**src/rtl/multicycle_control_if.sv**
```systemverilog
// Control bundle between the multi-cycle sequencer and the 16-bit datapath.
// Ports: instruction fields, ALU zero and memory ready flow from the datapath;
// all enables, strobes, mux selects and status flow from the controller.
interface multicycle_control_if;
  logic [2:0] opcode;
  logic [3:0] funct;
  logic       zero;
  logic       mem_ready;

  logic       pc_write;
  logic       iord;
  logic       mem_read;
  logic       mem_write;
  logic       ir_write;
  logic       reg_dst;
  logic       mem_to_reg;
  logic       reg_write;
  logic       alu_src_a;
  logic [1:0] alu_src_b;
  logic [2:0] alu_ctrl;
  logic [1:0] pc_src;
  logic       halted;
  logic [1:0] fault;
  logic [3:0] state;

  // Controller side.
  modport master (
    input  opcode, funct, zero, mem_ready,
    output pc_write, iord, mem_read, mem_write, ir_write, reg_dst, mem_to_reg,
           reg_write, alu_src_a, alu_src_b, alu_ctrl, pc_src, halted, fault, state
  );

  // Datapath side.
  modport slave (
    output opcode, funct, zero, mem_ready,
    input  pc_write, iord, mem_read, mem_write, ir_write, reg_dst, mem_to_reg,
           reg_write, alu_src_a, alu_src_b, alu_ctrl, pc_src, halted, fault, state
  );
endinterface

```
**src/rtl/multicycle_control.sv**
```systemverilog
// Sequencing FSM for the 16-bit multi-cycle datapath: fetch/decode/exec/mem/wb.
// Ports: clk, rst (async, active high), bus (master modport of multicycle_control_if).
// Outputs are registered per state; only FETCH ir/pc writes and BRANCH pc_write
// are qualified combinationally by mem_ready / zero. Memory waits are guarded by a
// watchdog that halts with fault=10 after TIMEOUT unanswered cycles.
module multicycle_control #(
  parameter int unsigned TIMEOUT = 15
) (
  input  logic            clk,
  input  logic            rst,
  multicycle_control_if.master bus
);

  typedef enum logic [3:0] {
    S_FETCH    = 4'd0,
    S_DECODE   = 4'd1,
    S_EXEC_R   = 4'd2,
    S_R_WB     = 4'd3,
    S_EXEC_I   = 4'd4,
    S_I_WB     = 4'd5,
    S_MEM_ADDR = 4'd6,
    S_MEM_RD   = 4'd7,
    S_MEM_WB   = 4'd8,
    S_MEM_WR   = 4'd9,
    S_BRANCH   = 4'd10,
    S_JUMP     = 4'd11,
    S_HALT     = 4'd12
  } state_e;

  localparam logic [2:0] OP_RTYPE = 3'b000;
  localparam logic [2:0] OP_ADDI  = 3'b001;
  localparam logic [2:0] OP_LW    = 3'b010;
  localparam logic [2:0] OP_SW    = 3'b011;
  localparam logic [2:0] OP_BEQ   = 3'b100;
  localparam logic [2:0] OP_J     = 3'b101;
  localparam logic [2:0] OP_SLTI  = 3'b110;

  localparam logic [2:0] ALU_ADD = 3'b000;
  localparam logic [2:0] ALU_SUB = 3'b001;
  localparam logic [2:0] ALU_SLT = 3'b100;

  localparam logic [1:0] FAULT_FUNCT = 2'b01;
  localparam logic [1:0] FAULT_MEM   = 2'b10;

  // Last counter value before the watchdog fires: a wait seen at this count
  // would bring the counter to TIMEOUT.
  localparam logic [7:0] WD_LAST = 8'(TIMEOUT - 1);

  // Registered control word. The *_rdy / *_zero / *_uncond bits select how
  // the write enables are qualified at the output.
  typedef struct packed {
    logic       irw_rdy;
    logic       pcw_rdy;
    logic       pcw_zero;
    logic       pcw_uncond;
    logic       iord;
    logic       mem_read;
    logic       mem_write;
    logic       reg_dst;
    logic       mem_to_reg;
    logic       reg_write;
    logic       alu_src_a;
    logic [1:0] alu_src_b;
    logic [2:0] alu_ctrl;
    logic [1:0] pc_src;
    logic       halted;
  } ctrl_t;

  function automatic ctrl_t decode(input state_e s, input logic [2:0] op,
                                   input logic [3:0] fn);
    ctrl_t c;
    c = '0;
    case (s)
      S_FETCH: begin
        c.mem_read  = 1'b1;
        c.irw_rdy   = 1'b1;
        c.pcw_rdy   = 1'b1;
        c.alu_src_b = 2'b01;
      end
      S_DECODE: c.alu_src_b = 2'b10;
      S_EXEC_R: begin
        c.alu_src_a = 1'b1;
        c.alu_ctrl  = fn[2:0];  // legal functs 0..4 map directly
      end
      S_R_WB: begin
        c.reg_dst   = 1'b1;
        c.reg_write = 1'b1;
      end
      S_EXEC_I: begin
        c.alu_src_a = 1'b1;
        c.alu_src_b = 2'b10;
        c.alu_ctrl  = (op == OP_SLTI) ? ALU_SLT : ALU_ADD;
      end
      S_I_WB: c.reg_write = 1'b1;
      S_MEM_ADDR: begin
        c.alu_src_a = 1'b1;
        c.alu_src_b = 2'b10;
      end
      S_MEM_RD: begin
        c.mem_read = 1'b1;
        c.iord     = 1'b1;
      end
      S_MEM_WB: begin
        c.mem_to_reg = 1'b1;
        c.reg_write  = 1'b1;
      end
      S_MEM_WR: begin
        c.mem_write = 1'b1;
        c.iord      = 1'b1;
      end
      S_BRANCH: begin
        c.alu_src_a = 1'b1;
        c.alu_ctrl  = ALU_SUB;
        c.pc_src    = 2'b01;
        c.pcw_zero  = 1'b1;
      end
      S_JUMP: begin
        c.pc_src     = 2'b10;
        c.pcw_uncond = 1'b1;
      end
      S_HALT: c.halted = 1'b1;
      default: c = '0;
    endcase
    return c;
  endfunction

  state_e     state_q, state_d;
  logic [7:0] cnt_q;
  logic [1:0] fault_q, fault_d;
  ctrl_t      ctrl_q;
  logic       wd_expired;

  assign wd_expired = (cnt_q == WD_LAST) && !bus.mem_ready;

  always_comb begin
    state_d = state_q;
    fault_d = fault_q;
    case (state_q)
      S_FETCH: begin
        if (bus.mem_ready) begin
          state_d = S_DECODE;
        end else if (wd_expired) begin
          state_d = S_HALT;
          fault_d = FAULT_MEM;
        end
      end
      S_DECODE: begin
        case (bus.opcode)
          OP_RTYPE: begin
            if (bus.funct > 4'd4) begin
              state_d = S_HALT;
              fault_d = FAULT_FUNCT;
            end else begin
              state_d = S_EXEC_R;
            end
          end
          OP_ADDI, OP_SLTI: state_d = S_EXEC_I;
          OP_LW, OP_SW:     state_d = S_MEM_ADDR;
          OP_BEQ:           state_d = S_BRANCH;
          OP_J:             state_d = S_JUMP;
          default:          state_d = S_HALT;
        endcase
      end
      S_EXEC_R:   state_d = S_R_WB;
      S_EXEC_I:   state_d = S_I_WB;
      S_MEM_ADDR: state_d = (bus.opcode == OP_SW) ? S_MEM_WR : S_MEM_RD;
      S_MEM_RD: begin
        if (bus.mem_ready) begin
          state_d = S_MEM_WB;
        end else if (wd_expired) begin
          state_d = S_HALT;
          fault_d = FAULT_MEM;
        end
      end
      S_MEM_WR: begin
        if (bus.mem_ready) begin
          state_d = S_FETCH;
        end else if (wd_expired) begin
          state_d = S_HALT;
          fault_d = FAULT_MEM;
        end
      end
      S_R_WB, S_I_WB, S_MEM_WB, S_BRANCH, S_JUMP: state_d = S_FETCH;
      S_HALT:  state_d = S_HALT;
      default: state_d = S_HALT;
    endcase
  end

  // Control word is decoded from the next state so it lines up with state_q.
  // Any state change clears the watchdog, which covers every entry into a
  // waiting state; staying in a waiting state without ready counts up.
  always_ff @(posedge clk or posedge rst) begin
    if (rst) begin
      state_q <= S_FETCH;
      cnt_q   <= 8'd0;
      fault_q <= 2'b00;
      ctrl_q  <= decode(S_FETCH, 3'b000, 4'b0000);
    end else begin
      state_q <= state_d;
      fault_q <= fault_d;
      ctrl_q  <= decode(state_d, bus.opcode, bus.funct);
      if (state_d != state_q) begin
        cnt_q <= 8'd0;
      end else if (!bus.mem_ready &&
                   (state_q == S_FETCH || state_q == S_MEM_RD || state_q == S_MEM_WR)) begin
        cnt_q <= cnt_q + 8'd1;
      end
    end
  end

  // Write enables are suppressed while rst is held so a reset landing
  // mid-instruction never commits a PC or IR load.
  assign bus.ir_write   = ctrl_q.irw_rdy & bus.mem_ready & ~rst;
  assign bus.pc_write   = ((ctrl_q.pcw_rdy & bus.mem_ready) |
                           (ctrl_q.pcw_zero & bus.zero) |
                           ctrl_q.pcw_uncond) & ~rst;
  assign bus.iord       = ctrl_q.iord;
  assign bus.mem_read   = ctrl_q.mem_read;
  assign bus.mem_write  = ctrl_q.mem_write;
  assign bus.reg_dst    = ctrl_q.reg_dst;
  assign bus.mem_to_reg = ctrl_q.mem_to_reg;
  assign bus.reg_write  = ctrl_q.reg_write;
  assign bus.alu_src_a  = ctrl_q.alu_src_a;
  assign bus.alu_src_b  = ctrl_q.alu_src_b;
  assign bus.alu_ctrl   = ctrl_q.alu_ctrl;
  assign bus.pc_src     = ctrl_q.pc_src;
  assign bus.halted     = ctrl_q.halted;
  assign bus.fault      = fault_q;
  assign bus.state      = state_q;

endmodule

```
**src/flat_wrapper.sv**
```systemverilog
// flat-port wrapper written by rule: the top's interface ports become plain ports
module multicycle_control_flat 
#(
  parameter int unsigned TIMEOUT = 15
)
  (clk, rst, bus_opcode, bus_funct, bus_zero, bus_mem_ready, bus_pc_write, bus_iord, bus_mem_read, bus_mem_write, bus_ir_write, bus_reg_dst, bus_mem_to_reg, bus_reg_write, bus_alu_src_a, bus_alu_src_b, bus_alu_ctrl, bus_pc_src, bus_halted, bus_fault, bus_state);
  multicycle_control_if bus_i ();
  input  logic clk;
  input  logic rst;
  input wire logic [$bits(bus_i.opcode)-1:0] bus_opcode;
  input wire logic [$bits(bus_i.funct)-1:0] bus_funct;
  input wire logic [$bits(bus_i.zero)-1:0] bus_zero;
  input wire logic [$bits(bus_i.mem_ready)-1:0] bus_mem_ready;
  output wire logic [$bits(bus_i.pc_write)-1:0] bus_pc_write;
  output wire logic [$bits(bus_i.iord)-1:0] bus_iord;
  output wire logic [$bits(bus_i.mem_read)-1:0] bus_mem_read;
  output wire logic [$bits(bus_i.mem_write)-1:0] bus_mem_write;
  output wire logic [$bits(bus_i.ir_write)-1:0] bus_ir_write;
  output wire logic [$bits(bus_i.reg_dst)-1:0] bus_reg_dst;
  output wire logic [$bits(bus_i.mem_to_reg)-1:0] bus_mem_to_reg;
  output wire logic [$bits(bus_i.reg_write)-1:0] bus_reg_write;
  output wire logic [$bits(bus_i.alu_src_a)-1:0] bus_alu_src_a;
  output wire logic [$bits(bus_i.alu_src_b)-1:0] bus_alu_src_b;
  output wire logic [$bits(bus_i.alu_ctrl)-1:0] bus_alu_ctrl;
  output wire logic [$bits(bus_i.pc_src)-1:0] bus_pc_src;
  output wire logic [$bits(bus_i.halted)-1:0] bus_halted;
  output wire logic [$bits(bus_i.fault)-1:0] bus_fault;
  output wire logic [$bits(bus_i.state)-1:0] bus_state;
  assign bus_i.opcode = bus_opcode;
  assign bus_i.funct = bus_funct;
  assign bus_i.zero = bus_zero;
  assign bus_i.mem_ready = bus_mem_ready;
  assign bus_pc_write = bus_i.pc_write;
  assign bus_iord = bus_i.iord;
  assign bus_mem_read = bus_i.mem_read;
  assign bus_mem_write = bus_i.mem_write;
  assign bus_ir_write = bus_i.ir_write;
  assign bus_reg_dst = bus_i.reg_dst;
  assign bus_mem_to_reg = bus_i.mem_to_reg;
  assign bus_reg_write = bus_i.reg_write;
  assign bus_alu_src_a = bus_i.alu_src_a;
  assign bus_alu_src_b = bus_i.alu_src_b;
  assign bus_alu_ctrl = bus_i.alu_ctrl;
  assign bus_pc_src = bus_i.pc_src;
  assign bus_halted = bus_i.halted;
  assign bus_fault = bus_i.fault;
  assign bus_state = bus_i.state;
  multicycle_control #(.TIMEOUT(TIMEOUT)) u_core (.clk(clk), .rst(rst), .bus(bus_i));
endmodule
```
**config.mk**
```make
export PLATFORM = sky130hd
export DESIGN_NAME = multicycle_control_flat
export DESIGN_NICKNAME = d
export VERILOG_FILES = /design/src/rtl/multicycle_control_if.sv /design/src/rtl/multicycle_control.sv /design/src/flat_wrapper.sv
export SDC_FILE = /design/constraint.sdc
export NUM_CORES = 1
export LEC_CHECK = 0
export BUFFER_PORTS_ARGS = -buffer_cell sky130_fd_sc_hd__buf_2
export CORE_MARGIN = 1.5
export CORE_UTILIZATION = 55
export CTS_CLUSTER_DIAMETER = 40
export DETAILED_ROUTE_END_ITERATION = 16
export GPL_TIMING_DRIVEN = 0
export PLACE_DENSITY = 0.79
export REMOVE_ABC_BUFFERS = 1
export SETUP_SLACK_MARGIN = 0.05
export SYNTH_ARGS = -nofsm -noshare
export SYNTH_HDL_FRONTEND = slang
export SYNTH_SLANG_ARGS = --single-unit
```
**constraint.sdc**
```tcl
create_clock -name clk -period 2.4 [get_ports clk]
set_clock_uncertainty 0.15 [all_clocks]
set_input_delay 0.36 -clock clk [delete_from_list [all_inputs] [get_ports clk]]
set_output_delay 0.36 -clock clk [all_outputs]
set_load 0.005 [all_outputs]
```
# Yosys cells after proc, flatten, opt, wreduce, memory -nomap -nowiden
# Index checks and enable logic that the tools add are counted.
[classes]
add_sub_neg = 1
order_cmp = 1
n_eq_ne = 35
mux = 30
bitwise_logic = 8
reduce_logical = 20
[op_table]
columns = ["cell", "count"]
rows = [
  ["$eq A4 B4 Y1 const B", 9],
  ["$eq A4 B3 Y1 const B", 8],
  ["$pmux W4 S8", 1],
  ["$mux W4", 6],
  ["$pmux W4 S5", 1],
  ["$eq A4 B2 Y1 const B", 4],
  ["$mux W8", 2],
  ["$pmux W2 S2", 3],
  ["$mux W1", 10],
  ["$mux W2", 5],
  ["$eq A3 B3 Y1 const B", 3],
  ["$pmux W3 S3", 1],
  ["$reduce_or A3 Y1", 3],
  ["$add A8 B1 Y8 const B", 1],
  ["$eq A4 B1 Y1 const B", 2],
  ["$eq A8 B4 Y1 const B", 1],
  ["$logic_not A4 Y1", 2],
  ["$reduce_or A2 Y1", 4],
  ["$eq A3 B2 Y1 const B", 2],
  ["$ne A2 B1 Y1 const B", 3],
  ["$and A1 B1 Y1", 5],
  ["$reduce_and A5 Y1", 1],
  ["$reduce_or A5 Y1", 1],
  ["$gt A4 B3 Y1 const B", 1],
  ["other kinds (12)", 16],
]
[totals]
regBits = 33
word_cells = 113

# Longest topological paths before layout
# Gate-level depths: netlist of run 1.
[logic_depth]
word_depth = 8
ltp_mapped = 9

# Worst setup path after synthesis of run 1
# Ideal clock, no wire load.
[synth_path]
path_type = "reg2reg"
from = "register u_core.state_q[3], in the netlist u_core.bus.state[3]"
to = "register u_core.cnt_q[0]"
setup_ns = 0.130
arrival_time_ns = 1.887
t_required_ns = 2.120
slack_ns = 0.232
stages_incl_launch_ff = 7
period_less_slack_ns = 2.168
cell_sequence = "dfrtp_1 > or4b_4 > a2111oi_2 > a211oi_1 > o221a_2 > o2111ai_4 > nor2_1"
[synth_via]
elab_chain_cells = 5
word_cells_on_any_way = 24
cone_classes = "eq/ne: 12; mux: 6; reduce/logical: 6"
[synth_rtl]
columns = ["element", "line", "text"]
rows = [
  ["from (decl)", "multicycle_control.sv:127", "state_e state_q, state_d;"],
  ["from (signal assigned)", "multicycle_control.sv:199", "state_q <= state_d;"],
  ["$eq A4 B2 Y1, or another cell as far along", "multicycle_control.sv:138", "case (state_q)"],
  ["$reduce_or A5 Y1, or another cell as far along", "multicycle_control.sv:138", ""],
  ["$pmux W4 S8 or $logic_or A1 B1 Y1 (tied branches)", "multicycle_control.sv:138, multicycle_control.sv:205", ""],
  ["$ne A4 B4 Y1 or $logic_and A1 B1 Y1 (tied branches)", "multicycle_control.sv:202, multicycle_control.sv:204", ""],
  ["$mux W8 or $reduce_bool A2 Y1 (tied branches)", "-", ""],
  ["to (signal assigned)", "multicycle_control.sv:206", "cnt_q <= cnt_q + 8'd1;"],
  ["to (decl)", "multicycle_control.sv:128", "logic [7:0] cnt_q;"],
]
# Several ways; a longest one is shown, not always the timed one.
# A chain may end at the register's enable or synchronous reset.

# Worst setup path in the final report of run 1
[layout_path]
from = "register u_core.cnt_q[0]"
to = "register u_core.ctrl_q, in the netlist u_core.bus.mem_read"
[layout_via]
elab_chain_cells = 8
word_cells_on_any_way = 11
cone_classes = "eq/ne: 2; mux: 6; reduce/logical: 3"
[layout_rtl]
columns = ["element", "line", "text"]
rows = [
  ["$eq A8 B4 Y1 (*)", "multicycle_control.sv:133", "assign wd_expired = (cnt_q == WD_LAST) && !bus.mem_ready;"],
  ["$logic_and A1 B1 Y1 (*)", "multicycle_control.sv:133", ""],
  ["$mux W4 (*)", "multicycle_control.sv:142, multicycle_control.sv:170, multicycle_control.sv:178", ""],
  ["$mux W4 (on tied branches)", "multicycle_control.sv:176, multicycle_control.sv:140, multicycle_control.sv:168", ""],
  ["$pmux W4 S8 (*)", "multicycle_control.sv:138", ""],
  ["$eq A4 B3 Y1 or $logic_not A4 Y1 (tied branches)", "multicycle_control.sv:73", "case (s)"],
  ["$reduce_or A2 Y1 (no line) (*)", "-", ""],
  ["$mux W1 (*)", "multicycle_control.sv:73", ""],
  ["to (signal assigned)", "multicycle_control.sv:197", "ctrl_q <= decode(S_FETCH, 3'b000, 4'b0000);"],
  ["to (signal assigned)", "multicycle_control.sv:201", "ctrl_q <= decode(state_d, bus.opcode, bus.funct);"],
  ["to (decl)", "multicycle_control.sv:130", "ctrl_t ctrl_q;"],
]
# Mark *: on every way between the ends. The rest lies on a longest branch, timed or not.

==> out/qor.yml, run 1 <==
yosys_warnings: 0
path_cells: "inv_1, ha_1, and2b_2, nand4_1, a32o_1, a31o_2, nor4_4, o21bai_1"
synth-main-ff-cell: "dfrtp_1"
yosysTopAreaCell: "dfrtp_1"
largest_register_ffs: 8
cts.htree.levels: 2
ant_nets: 0
first_iter_violations: 62
critPathRequiredTime_ns: 2.52
grt_pass1_wl_mm: 7.05
crit_arrival_ns: 2.39
synth.top_cells.by_area: "dfrtp_1 38%, nor2_1 4.7%, xor2_1 3.3%"
synth_edf_count: 0
first_pass_iters: 4
synth_seq_area_share: 0.409
slew_headroom: 0.251
critical_path.top_delay_family: "compound AO/OA/AOI/OAI gates"
layout.nets: 235
fin_util: 0.680
cp-start-kind: "flip-flop"
finalSetupViolations: 0
fin_hold_ws_ns: 0.0889
root_buffer: "clkbuf_4"
synth_cell_types: 61
port_buffers: 33
regMostFlops: "u_core.cnt_q"
worst_hold_path_type: "input port to flip-flop"
die_h_um: 60.9
post-place-ws_ns: -0.147
track_usage: 0.262
vias_per_cell: 5.65
tritoncts: "yes"
async_reset_ff_frac: 1.00
io_pins: 34
p_per_area_mw_per_mm2: 1180
worstPathMaxFanout: 10
fin_crit_sh: 0.947
drc_errors: 0
n_fill_cell: 246
ys_ff_latch: 30
synth_top_area_share: 0.380
place_area_mm2: 0.00194
initial_core_util: 0.589
die_area_mm2: 0.00371
drive_above_1_share: 0.381
min_period_ns: 2.27
cp-end-kind: "flip-flop"
maxCapViolCount: 0
clkLatencyLatePin_ns: 0.33
wire_per_inst_um: 15.9
coreArea_mm2: 0.00313
setup_ws_ns: 0.127
final_hold_viol_count: 0
final_max_slew_viol_count: 0
cts_made_buffers: 5
die_w_um: 60.9
rsz0062_at_grt: "yes"
dpl.hpwl_mm: 2.92
clk_pin_slew_ns: 0.10
crit_buf_inv: 1
crit_slowest_cell: "dfrtp_1"
syn2layout_area_growth_pct: 15.5
postLayoutCellArea_mm2: 0.00213
drt_wl_total_mm: 4.25
grt_pass1_vias: 1500
cellLeakagePower_nw: 1.01
grt_max_degree: 31
clock_sinks: 30
ir_worst_vdd_v: 0.000674
syn_area_mm2: 0.00184
gr-total-overflow: 0
crit_type: "flip-flop to flip-flop"
syn_inst: 187
n_antenna_cell: 0
gp_congestion: 0.914
cts_buffer_depth: 2
status: "completed"
syn_avg_cell_area_um2: 9.86
critPathMaxStageDelay_ns: 0.43
antenna_found_initial: 0
worstMarginPinSlew_ns: 1.12
clock.fmax_ghz: 0.440
num_rows: 20
num_vias: 1509
synth_stat cells (4+ instances only):
master,count
nor2_1,23
nand4_1,4
inv_1,8
buf_2,5
buf_4,8
nor3_1,5
and3_1,4
a21oi_1,11
nand2_1,15
dfrtp_1,28
xor2_1,7
metrics by stage:
| step | TNS [ns] | std cells | total power, mW |
|---|---|---|---|
| final | 0 | 267 | 2.52 |
| after global routing | 0 | 267 | 2.70 |
| after CTS | 0 | 263 | 2.45 |
| after detailed placement | -1.37 | 247 | 1.99 |
| after global placement | -1.06 | 247 | 1.96 |
| after floorplan | 0 | 170 | 1.65 |
report_power, final:
group          internal, mW  leakage [nW]  total (mW)  switching [mW]
sequential            0.660         0.392       0.761           0.101
clock                 0.141        0.0343       0.324           0.183
combinational         0.633         0.581        1.43           0.800
total                  1.43          1.01        2.52            1.08
worst min-delay path, delay by kind of cell:
family                 cells  cell delay, ns
and+or+nand+nor            2            0.09
buffers and inverters      1            0.10
final cells by class:
cell class / instances / area (µm²) / share of cell area
multi-input combinational: 130 / 955 / 0.449
sequential: 30 / 758 / 0.356
timing repair buffer: 45 / 255 / 0.120
tap: 44 / 55.1 / 0.0259
clock buffer: 6 / 51.3 / 0.0241
inverter: 10 / 41.3 / 0.0194
clock inverter: 2 / 12.5 / 0.00588
logic make-up after synthesis:
logic type	count (synthesis)	share of synthesized area
XOR/XNOR	9	0.0428
buffers and inverters	27	0.0896
adder cells (fa/ha/maj)	2	0.0136
flip-flops	30	0.409
AO/OA/AOI/OAI	41	0.192
multiplexers	1	0.00543
AND/OR/NAND/NOR	77	0.248
metal layers:
metal	vias to the layer above	GRT usage	share of wire
li1	729	-	-
met1	731	0.302	0.40
met2	40	0.464	0.53
met3	9	0.0640	0.044
met4	0	0.109	0.020
met5	-	0	0
worst paths after layout:
| kind | from | end | slack [ns] | depth (start not counted) |
|---|---|---|---|---|
| setup / recovery | u_core.cnt_q[0] | u_core.bus.mem_read | 0.13 | 8 |
| hold / removal | bus_funct[1] | u_core.bus.alu_ctrl[1] | 0.09 | 3 |
| setup reg to reg | u_core.cnt_q[0] | u_core.bus.mem_read | 0.13 | 8 |
| hold reg to reg | u_core.bus.fault[0] | u_core.bus.fault[0] | 0.36 | 1 |
| max in group asynchronous | rst | u_core.bus.state[0] | 1.18 | 2 |
| min in group asynchronous | rst | u_core.cnt_q[4] | 0.17 | 2 |
placed cells by master (no fill, tap or decap), drive strengths merged, types with 6 or more instances in the layout:
master,synthesis,final
nand2,15,15
inv,9,9
dfrtp,28,28
clkbuf,2,6
a21oi,11,11
nor2,23,23
buf,15,45
xor2,7,7
timing repair:
item | in CTS | in global routing
hold buffers | 0 | 0
resized for setup | 8 | 3
endpoints found under the setup margin | 20 | 16
pin swaps | 1 | 6
buffers inserted | 8 | 4
Note: power is estimated with default switching activity, not from simulation.
==> inputs of run 2 (changes only) <==
- CORE_ASPECT_RATIO: default -> 2
- MAX_ROUTING_LAYER: default -> met4
- TNS_END_PERCENT: default -> 30
==> run 2 against run 1 <==
Compared with the run above: clock power grew 34%; core utilization grew 0.81 points; non-clock buffer count rose by 6; cell count is 2.6% lower; cell area rose by 3.3%; maximum frequency is 4.1% lower; sequential cell count unchanged; total power up 8.5%; wire length up 8.7%.
==> out/qor.yml, run 2 (same netlist as run 1, synthesis figures left out) <==
status: "completed"
crit_type: "flip-flop to flip-flop"
swShare: 0.422  # -0.00865
crit_buf_inv: 1  # unchanged
clock.fmax_ghz: 0.422  # -4.1%
cellLeakagePower_nw: 1.06  # +4.8%
die_h_um: 84.9  # +39%
cts_made_buffers: 5  # unchanged
crit_slowest_cell: "or4b_4"
die_area_mm2: 0.00373  # +0.57%
dpl.cell_count: 234  # -5.3%
clk_pin_slew_ns: 0.07  # -0.03 ns
worstPathMaxFanout: 7  # -3
clkLatencyLatePin_ns: 0.30  # -0.03 ns
grt_max_degree: 31  # unchanged
gr-total-overflow: 0  # unchanged
ant_nets: 0  # unchanged
wire_per_inst_um: 17.7  # +12%
syn2layout_area_growth_pct: 19.3
p_per_area_mw_per_mm2: 1240  # +5.1%
critical_path.top_delay_family: "compound AO/OA/AOI/OAI gates"
p_comb_frac: 0.563  # -0.006
maxCapViolCount: 0  # unchanged
dpl.hpwl_mm: 2.96  # +1.4%
n_antenna_cell: 0  # unchanged
io_pins: 34  # unchanged
crit_arrival_ns: 2.40  # about the same
place_area_mm2: 0.00192  # -0.84%
gp_congestion: 0.848  # -7.2%
coreArea_mm2: 0.00319  # +2.1%
first_pass_iters: 5  # +1
grt_pass1_vias: 1598  # +6.5%
regMostFlops: "u_core.cnt_q"
root_buffer: "clkbuf_8"
cp-start-kind: "flip-flop"
postLayoutCellArea_mm2: 0.00220  # +3.3%
final_common_cell: "buf_2"
track_usage: 0.273  # +0.0104
rsz0062_at_grt: "yes"
cp-end-kind: "flip-flop"
min_period_ns: 2.37  # +0.0964 ns
worstMarginPinSlew_ns: 1.13  # +0.00931 ns
ir_worst_vdd_v: 0.000850  # +26%
pwr-share-seq: 0.279  # -0.023
initial_core_util: 0.577  # -0.0120
drive_above_1_share: 0.402  # +0.0206
drt_wl_total_mm: 4.61  # +8.7%
critPathRequiredTime_ns: 2.43  # -0.09 ns
slew_headroom: 0.245  # -0.00621
r2r_setup_slack_ns: 0.03  # -0.10 ns
fin_cells: 260  # -2.6%
num_rows: 29  # +45%
worst_hold_path_type: "input port to flip-flop"
layout_common_cells: "34 x buf_2, 24 x dfrtp_1, 22 x nor2_1, 17 x buf_4, 15 x nand2_1"
cts_buffer_depth: 2  # unchanged
final_hold_viol_count: 0  # unchanged
path_cells: "or4b_4, a2111oi_4, a211oi_1, o221a_2, o2111ai_4, buf_4, nor2_1"
drc_errors: 0  # unchanged
clock_sinks: 30  # unchanged
num_vias: 1581  # +4.8%
postCtsHoldBufs: 0  # unchanged
power.share.clock: 0.159  # +0.030
power.switching_mw: 1.15  # +6.4%
finalSetupViolations: 0  # unchanged
fin_crit_sh: 0.987  # +0.0402
critPathMaxStageDelay_ns: 0.59  # +0.16 ns
first_iter_violations: 55  # -11%
grt_pass1_wl_mm: 7.35  # +4.2%
antenna_found_initial: 0  # unchanged
tritoncts: "yes"
largest_register_ffs: 8  # unchanged
final_max_slew_viol_count: 0  # unchanged
die_w_um: 43.9  # -28%
vias_per_cell: 6.08  # +7.6%
cts.htree.levels: 2  # unchanged
fin_hold_ws_ns: 0.142  # +0.0529 ns
port_buffers: 33  # unchanged
internal-power_mw: 1.58  # +10%
layout.nets: 241  # +2.6%
[run 2: path summary, 6_finish.rpt]
kind | from | endpoint | cells after the start
worst max-delay path | u_core.bus.state[2] | u_core.cnt_q[2] | 7
worst min-delay path | bus_funct[1] | u_core.bus.alu_ctrl[1] | 3
worst max register to register | u_core.bus.state[2] | u_core.cnt_q[2] | 7
worst min register to register | u_core.bus.fault[0] | u_core.bus.fault[0] | 1
max in group asynchronous | rst | u_core.bus.state[2] | 2
min in group asynchronous | rst | u_core.ctrl_q[16] | 2
[run 2: through the flow]
stage               power, mW  TNS, ns  worst slack, ns   util
floorplan                1.65        0            0.106      -
global placement         1.95    -1.05          -0.0984  0.601
detailed placement       2.00    -1.64           -0.150  0.601
CTS                      2.55        0           0.0804  0.663
global route             2.90   -0.110          -0.0247  0.688
finish                   2.73        0           0.0308  0.688
[run 2: cell type report]
cell class / instances / area, µm²
well taps: 31 / 38.8
clock buffers: 6 / 82.6
multi-input cells: 130 / 967
clock inverters: 2 / 12.5
fillers: 243 / 995
repair buffers: 51 / 298
flip-flops and latches: 30 / 758
inverters: 10 / 41.3
[run 2: what timing repair did]
item,4_1_cts,5_1_grt
pin swaps,0,4
endpoints found under the setup margin,19,16
gates resized for setup,6,7
buffers inserted,11,7
[run 2: per-layer routing]
layer	global-route usage	share of wire
met5	-	0
met4	0.149	0.030
met3	0.0383	0.036
met2	0.480	0.58
met1	0.273	0.35
[run 2: worst reg2reg max path, delay by kind of cell, from the launching register on]
kind            cells  cell delay (ns)
compound gates      4             0.86
buf+inv             1             0.17
flops               1             0.45
simple gates        2             0.63
[run 2: power by group through the flow]
stage	Combinational [mW]	Sequential [mW]	Clock [mW]
floorplan	0.845	0.803	0
global placement	1.15	0.808	0
detailed placement	1.18	0.820	0
CTS	1.35	0.771	0.436
global route	1.67	0.776	0.457
finish	1.54	0.762	0.433
==> inputs of run 3 (changes only) <==
- CELL_PAD_IN_SITES_DETAIL_PLACEMENT: default -> 0
- CELL_PAD_IN_SITES_GLOBAL_PLACEMENT: default -> 1
- CORE_UTILIZATION: 55 -> 42
- CTS_CLUSTER_DIAMETER: 40 -> 50
==> run 3 against run 2 <==
Compared with the run above: sequential cell count did not move; critical path depth grew 1; total power down 0.84%; setup slack better by 0.095 ns; non-clock buffer count decreased by 3; count of clock-buffer cells in the layout unchanged; cell area increased by 0.57%; combinational power is essentially flat; core utilization down 16 points; die area is 29% higher; largest cell class unchanged; highest routed layer unchanged.
==> out/qor.yml, run 3 (same netlist as run 1, synthesis figures left out) <==
status: "completed"
root_buffer: "clkbuf_8"
worstMarginPinSlew_ns: 1.11  # -0.0165 ns
regMostFlops: "u_core.cnt_q"
wire_per_inst_um: 16.7  # -5.9%
multi_input_area_um2: 961  # -0.65%
p_per_area_mw_per_mm2: 1230  # -1.4%
gp_congestion: 0.856  # +0.98%
tritoncts: "yes"
cellLeakagePower_nw: 1.04  # -1.4%
postCtsHoldBufs: 0  # unchanged
cts_made_buffers: 5  # unchanged
worstPathMaxFanout: 10  # +3
fin_crit_sh: 0.948  # -0.0394
cp-start-kind: "flip-flop"
die_h_um: 96.7  # +14%
track_usage: 0.208  # -0.0650
coreArea_mm2: 0.00417  # +31%
place_area_mm2: 0.00195  # +1.4%
die_area_mm2: 0.00482  # +29%
vias_per_cell: 5.64  # -7.2%
layout_common_cells: "33 x buf_2, 24 x dfrtp_1, 22 x nor2_1, 15 x nand2_1, 14 x buf_4"
fin_setup_tns_ns: 0  # unchanged
gr-total-overflow: 0  # unchanged
post-place-ws_ns: -0.168  # -0.0180 ns
clock_sinks: 30  # unchanged
grt_pass1_vias: 1690  # +5.8%
num_vias: 1569  # -0.76%
dpl.hpwl_mm: 3.21  # +8.4%
num_rows: 33  # +14%
final_hold_viol_count: 0  # unchanged
fin_hold_ws_ns: 0.146  # +0.00399 ns
maxCapViolCount: 0  # unchanged
clock.fmax_ghz: 0.440  # +4.2%
ant_nets: 0  # unchanged
clkLatencyLatePin_ns: 0.28  # -0.02 ns
fin_util: 0.530  # -0.158
antenna_found_initial: 0  # unchanged
finalSetupViolations: 0  # unchanged
dpl.cell_count: 255  # +9.0%
grt_pass1_wl_mm: 7.49  # +1.9%
worst_hold_path_type: "input port to flip-flop"
port_buffers: 33  # unchanged
die_w_um: 49.8  # +13%
grt_max_degree: 31  # unchanged
setup_ws_ns: 0.125  # +0.0945 ns
first_iter_violations: 43  # -22%
cts_buffer_depth: 2  # unchanged
min_period_ns: 2.27  # -0.0945 ns
crit_type: "flip-flop to flip-flop"
drc_errors: 0  # unchanged
drive_above_1_share: 0.394  # -0.00794
rsz0062_at_grt: "yes"
critPathRequiredTime_ns: 2.46  # +0.03 ns
final_max_slew_viol_count: 0  # unchanged
largest_register_ffs: 8  # unchanged
layout.nets: 238  # -1.2%
total_power_mw: 2.71  # -0.84%
cp-end-kind: "flip-flop"
cts.htree.levels: 2  # unchanged
ir_worst_vdd_v: 0.000720  # -15%
drt_wl_total_mm: 4.64  # +0.56%
postLayoutCellArea_mm2: 0.00221  # +0.57%
n_fill_cell: 393  # +62%
final_common_cell: "buf_2"
io_pins: 34  # unchanged
clk_pin_slew_ns: 0.07  # about the same
n_antenna_cell: 0  # unchanged
syn2layout_area_growth_pct: 20.0
slew_headroom: 0.256  # +0.0110
first_pass_iters: 4  # -1
fin_cells: 278  # +6.9%
crit_arrival_ns: 2.34  # -0.06 ns
final-seq-area_um2: 758  # unchanged
initial_core_util: 0.442  # -0.135
==> run 3: report_power, final <==
group,switching [mW],total (mW),internal [mW]
clock network,0.195,0.425,0.230
registers,0.101,0.763,0.662
logic,0.840,1.52,0.682
==> run 3: final cells by class <==
class | count | area share
well taps | 52 | 0.0294
inverters | 10 | 0.0187
clock inverters | 2 | 0.00566
flip-flops and latches | 30 | 0.343
clock buffers | 6 | 0.0374
multi-input cells | 130 | 0.435
repair buffers | 48 | 0.131
==> run 3: final timing paths <==
| path | from | to | slack (ns) | cells past startpoint |
|---|---|---|---|---|
| max in group asynchronous | rst | u_core.bus.state[2] | 1.13 | 2 |
| setup / recovery | u_core.bus.state[0] | u_core.bus.mem_read | 0.13 | 8 |
| hold reg to reg | u_core.bus.fault[0] | u_core.bus.fault[0] | 0.34 | 1 |
| setup reg to reg | u_core.bus.state[0] | u_core.bus.mem_read | 0.13 | 8 |
| min in group asynchronous | rst | u_core.bus.iord | 0.22 | 2 |
| hold / removal | bus_funct[1] | u_core.bus.alu_ctrl[1] | 0.15 | 3 |
==> run 3: routing by layer <==
metal	up-vias	global-route usage	wire length, µm
met5	-	-	0
li1	736	-	-
met3	14	0.0401	163
met4	0	0.109	161
met2	53	0.387	2710
met1	766	0.188	1610
==> run 3: critical path, cell delays in order (launching register included) <==
cell	delay, ns
dfrtp_2	0.47
buf_4	0.16
xor2_1	0.28
o22ai_4	0.15
nor4_1	0.28
a21o_1	0.19
inv_4	0.09
nor4_4	0.27
o21bai_1	0.15
==> run 3: timing repair <==
| action | 4_1_cts | 5_1_grt |
|---|---|---|
| resized for setup | 7 | 5 |
| pin swaps | 0 | 6 |
| setup endpoints to repair | 21 | 18 |
| cloned | 0 | 0 |
| buffers inserted | 13 | 2 |
| endpoints found under the hold margin | 0 | 0 |
